File: config.mk
export PLATFORM = sky130hd
export DESIGN_NAME = max_unpooling_2x2
export DESIGN_NICKNAME = d
export VERILOG_FILES = /design/src/rtl/max_unpooling_2x2.sv
export SDC_FILE = /design/constraint.sdc
export NUM_CORES = 1
export LEC_CHECK = 0
export CAP_MARGIN = 20
export CORE_MARGIN = 10
export CORE_UTILIZATION = 62
export DETAILED_ROUTE_END_ITERATION = 12
export GPL_TIMING_DRIVEN = 0
export PLACE_DENSITY = 0.81
export SYNTH_ARGS = -nofsm -noshare
export SYNTH_HDL_FRONTEND = slang
export SYNTH_SLANG_ARGS = --single-unit
File: constraint.sdc
create_clock -name clk -period 4.1 [get_ports clk]
set_input_delay 0.82 -clock clk [delete_from_list [all_inputs] [get_ports clk]]
set_output_delay 0.82 -clock clk [all_outputs]
set_load 0.01 [all_outputs]
File: src/rtl/max_unpooling_2x2.sv
// Nearest-neighbour 2x upsampler: each raster input pixel becomes a 2x2 output block via a one-row replay buffer.
// First copy appears 1 cycle after accept. Ready drops for the second copy and the replayed row. No downstream backpressure.
module max_unpooling_2x2 #(
  parameter int DATA_WIDHT = 32,
  parameter int IMG_WIDHT  = 44,
  parameter int IMG_HEIGHT = 44
) (
  input  logic                  clk,
  input  logic                  rst,
  input  logic [DATA_WIDHT-1:0] Data_In,
  input  logic                  Valid_In,
  output logic                  Ready,
  output logic [DATA_WIDHT-1:0] Data_Out,
  output logic                  Valid_Out,
  output logic                  Frame_Done
);
  localparam int CW = (IMG_WIDHT > 1) ? $clog2(IMG_WIDHT) : 1;
  localparam int RW = (IMG_HEIGHT > 1) ? $clog2(IMG_HEIGHT) : 1;
  localparam logic [CW-1:0] COL_LAST = CW'(IMG_WIDHT - 1);
  localparam logic [RW-1:0] ROW_LAST = RW'(IMG_HEIGHT - 1);

  typedef enum logic {WRITE, REPLAY} state_t;

  state_t                state, state_nxt;
  logic                  phase, phase_nxt;
  logic [CW-1:0]         col, col_nxt;
  logic [RW-1:0]         row, row_nxt;
  logic [DATA_WIDHT-1:0] dat_nxt;
  logic                  vld_nxt;
  logic                  done_nxt;
  logic                  buf_we;
  logic [DATA_WIDHT-1:0] row_buf [IMG_WIDHT];

  always_ff @(posedge clk) begin
    if (rst) begin
      state      <= WRITE;
      phase      <= 1'b0;
      col        <= '0;
      row        <= '0;
      Data_Out   <= '0;
      Valid_Out  <= 1'b0;
      Frame_Done <= 1'b0;
    end else begin
      state      <= state_nxt;
      phase      <= phase_nxt;
      col        <= col_nxt;
      row        <= row_nxt;
      Data_Out   <= dat_nxt;
      Valid_Out  <= vld_nxt;
      Frame_Done <= done_nxt;
    end
  end

  // Row buffer is never cleared; a stale row is always overwritten before it is replayed.
  always_ff @(posedge clk) begin
    if (buf_we) begin
      row_buf[col] <= Data_In;
    end
  end

  always_comb begin
    state_nxt = state;
    phase_nxt = phase;
    col_nxt   = col;
    row_nxt   = row;
    dat_nxt   = Data_Out;
    vld_nxt   = 1'b0;
    done_nxt  = 1'b0;
    buf_we    = 1'b0;
    Ready     = 1'b0;
    case (state)
      WRITE: begin
        if (!phase) begin
          Ready = 1'b1;
          if (Valid_In) begin
            dat_nxt   = Data_In;
            vld_nxt   = 1'b1;
            buf_we    = 1'b1;
            phase_nxt = 1'b1;
          end
        end else begin
          // Second copy: Data_Out simply holds the captured pixel.
          vld_nxt   = 1'b1;
          phase_nxt = 1'b0;
          if (col == COL_LAST) begin
            col_nxt   = '0;
            state_nxt = REPLAY;
          end else begin
            col_nxt = col + CW'(1);
          end
        end
      end
      REPLAY: begin
        vld_nxt   = 1'b1;
        dat_nxt   = row_buf[col];
        phase_nxt = ~phase;
        if (phase) begin
          if (col == COL_LAST) begin
            col_nxt   = '0;
            state_nxt = WRITE;
            if (row == ROW_LAST) begin
              row_nxt  = '0;
              done_nxt = 1'b1;
            end else begin
              row_nxt = row + RW'(1);
            end
          end else begin
            col_nxt = col + CW'(1);
          end
        end
      end
      default: state_nxt = WRITE;
    endcase
  end
endmodule

==> qor.yml <==
status: "finished with violations"
violations: "max-capacitance violations"
areaGrowthSynthToFinish_pct: 14.8
required_ns: 4.65
start_kind: "flop"
cts-buffers-inserted: 141
routabilityCongestion: 0.956
min_path_cells: 2
dr.pass1.iters: 8
ys.flop_type: "edfxtp_1"
cts_sinks: 1462
syn_area_per_cell_sq_um: 20.3
dp_cells: 4083
grt_first_pass_wirelength_um: 218000
ys_seq_elements: 1462
nFillCells: 4853
final_cells: 4340
placed_area_sq_um: 60000
rows: 110
numPortBuffers: 68
clk_pin_slew_ns: 0.06
fmax_mhz: 269
ir_worst_vdd_mv: 0.460
critPathTopFamily: "compound AO/OA/AOI/OAI gates"
dpl_worst_slack_ns: 0.497
drv_cap: 1
path_depth: 7
io_pins: 70
cts_max_level: 4
drtAntennaViolNets: 0
finalClockSkew_ns: 0.0306
fin_nets: 3088
crit_path_max_incr_delay_ns: 1.23
min_path_type: "reg2reg"
relSlewSlack_pct: 2.26
drive_gt1_share_pct: 22.4
drt_iter0_markers: 5174
fin_crit_ns: 3.72
fp.dieH_um: 321
clock_path_buffers: 3
tightest_slew_ns: 1.43
cellPowerDensity_nw_per_um2: 473
clock_latency_ns: 0.75
synth_edf_count: 1408
avgViaCountPerCell: 7.13
reg2reg_slack_ns: 0.38
endpoint_kind: "flop"
worst-path-max-fanout: 10
yosysSeqAreaShare_pct: 77.2
grt_pass1_vias: 31600
antenna_found_initial: 9
drc: 0
grt_setup_unrepaired: "no"
power.leakage_nw: 19.9
totalWireLength_um: 151000
worst-path-buf-inv: 2
cts_tree: "built"
path_cells: "buf_4 > nor2b_1 > nand2_1 > clkbuf_1 > o22ai_1 > a2111oi_0 > nor4b_1"
grt_max_degree: 46
crit_slowest_cell: "a2111oi_0"
cp.arrival_ns: 4.27
ys_types: 53
die_area_sq_um: 103000
maxSlewViolCount: 0
ys_warn_count: 0
synthCells: 2762
dieWidth_um: 321
cts-root-buf: "clkbuf_16"
cts_resized: 0
start_util_pct: 62.4
layout_common_cells: "1408 x edfxtp_1, 268 x mux4_2, 193 x mux2i_1, 149 x clkbuf_16, 126 x nand2_1"
wl_per_cell_um: 34.9
overflow: 0
via_count: 31000
postCtsSetupRepairBufs: 0
globalRouteTotalUtil_pct: 29.5
setup_slack_ns: 0.381
final_area_sq_um: 64500
synthesis.nets: 2799
crit_type: "reg2reg"
final_hold_viol_count: 0
finalSetupViolCount: 0
syn_area_sq_um: 56200
finalCritPeriodShare_pct: 90.7
coreArea_sq_um: 90000
dp_hpwl_um: 91900
ctsHoldBuffers: 0
reg2reg_depth: 7
layout_commonest_cell: "edfxtp_1"
postLayoutCoreUtil_pct: 71.7
async_flop_share_pct: 0
cell usage after synthesis (2+ instances only):
master	number	area, sq um
o22ai_1	44	275
mux4_2	268	6040
xor2_1	6	52.6
o21ai_0	10	50.1
a2111oi_0	49	429
or3b_2	2	17.5
a211oi_1	14	105
buf_6	22	248
o31a_1	22	193
buf_4	32	240
buf_2	53	265
clkbuf_1	38	143
nand2_1	126	473
nor4b_1	22	193
nand3b_1	4	30.0
nand3_1	3	15.0
a31oi_1	5	31.3
or2_2	2	12.5
xnor2_1	4	35.0
o2111ai_1	5	43.8
a221oi_1	20	175
buf_1	12	45.0
mux2i_1	193	1930
nor2_1	142	533
nor4b_2	2	30.0
nand2b_1	2	12.5
inv_2	3	11.3
ha_1	2	25.0
nand4_1	14	87.6
or3_1	2	12.5
dfxtp_1	54	1080
a22o_1	10	87.6
nor3_1	13	65.1
a221o_1	5	50.1
nor4_1	4	25.0
and3_1	12	75.1
edfxtp_1	1408	42300
nor2b_1	20	125
a21oi_1	99	495
flip-flops by register name, summed over array words and instances (netlist names), named ones only:
name	cells
row	6
Valid_Out	1
col	6
phase	1
row_buf	1408
Frame_Done	1
Data_Out	32
state	1
path summary, 6_finish.rpt:
| path | start | endpoint |
|---|---|---|
| setup / recovery | flop | Data_Out[31] |
| hold / removal | row[1] | row[1] |
| setup reg to reg | flop | Data_Out[31] |
| hold reg to reg | row[1] | row[1] |
layer usage:
| layer | vias to the layer above | part of all wire (%) | global-route usage [%] |
|---|---|---|---|
| met1 | 15700 | 34 | 37.2 |
| li1 | 12000 | - | - |
| met3 | 586 | 12 | 7.65 |
| met4 | 10 | 6.3 | 16.6 |
| met2 | 2695 | 48 | 46.6 |
| met5 | - | 0.038 | 0 |
cells by family after synthesis:
kind of cell | Yosys count | synth area share, %
AO/OA/AOI/OAI | 284 | 3.46
XOR/XNOR | 10 | 0.156
adder cells (fa/ha/maj) | 2 | 0.0445
buffers and inverters | 163 | 1.74
flip-flops | 1462 | 77.2
multiplexers | 461 | 14.2
AND/OR/NAND/NOR | 380 | 3.22
power by group:
part | internal [mW] | switching, mW | total (mW)
logic | 0.541 | 0.800 | 1.34
registers | 16.4 | 0.0543 | 16.5
clock network | 7.23 | 5.42 | 12.7
total | 24.2 | 6.27 | 30.5
final cells by class:
cell class | instances | area (sq um) | share of cell area, %
flip-flops and latches | 1462 | 43400 | 67.2
multi-input cells | 1137 | 12200 | 18.9
clock buffers | 196 | 3990 | 6.18
repair buffers | 146 | 2040 | 3.17
well taps | 1176 | 1470 | 2.28
plain buffers | 160 | 968 | 1.50
clock inverters | 59 | 485 | 0.753
inverters | 3 | 11.3 | 0.0175
diodes | 1 | 2.50 | 0.00388
metrics by stage:
step | TNS (ns) | hold slack, ns | total power, mW
after global placement | -1300.16 | 0.495 | 18.0
final | 0 | 0.559 | 30.5
after floorplan | 0 | 0.457 | 17.5
after CTS | 0 | 0.551 | 30.5
after detailed placement | 0 | 0.518 | 18.1
after global routing | 0 | 0.599 | 31.1
tightest hold or removal path, stage by stage, from the launching register on:
cell and delay [ns]:
dfxtp_1 0.33, mux2i_1 0.13, nor2_1 0.05
Power figures use the tool's default switching activity.
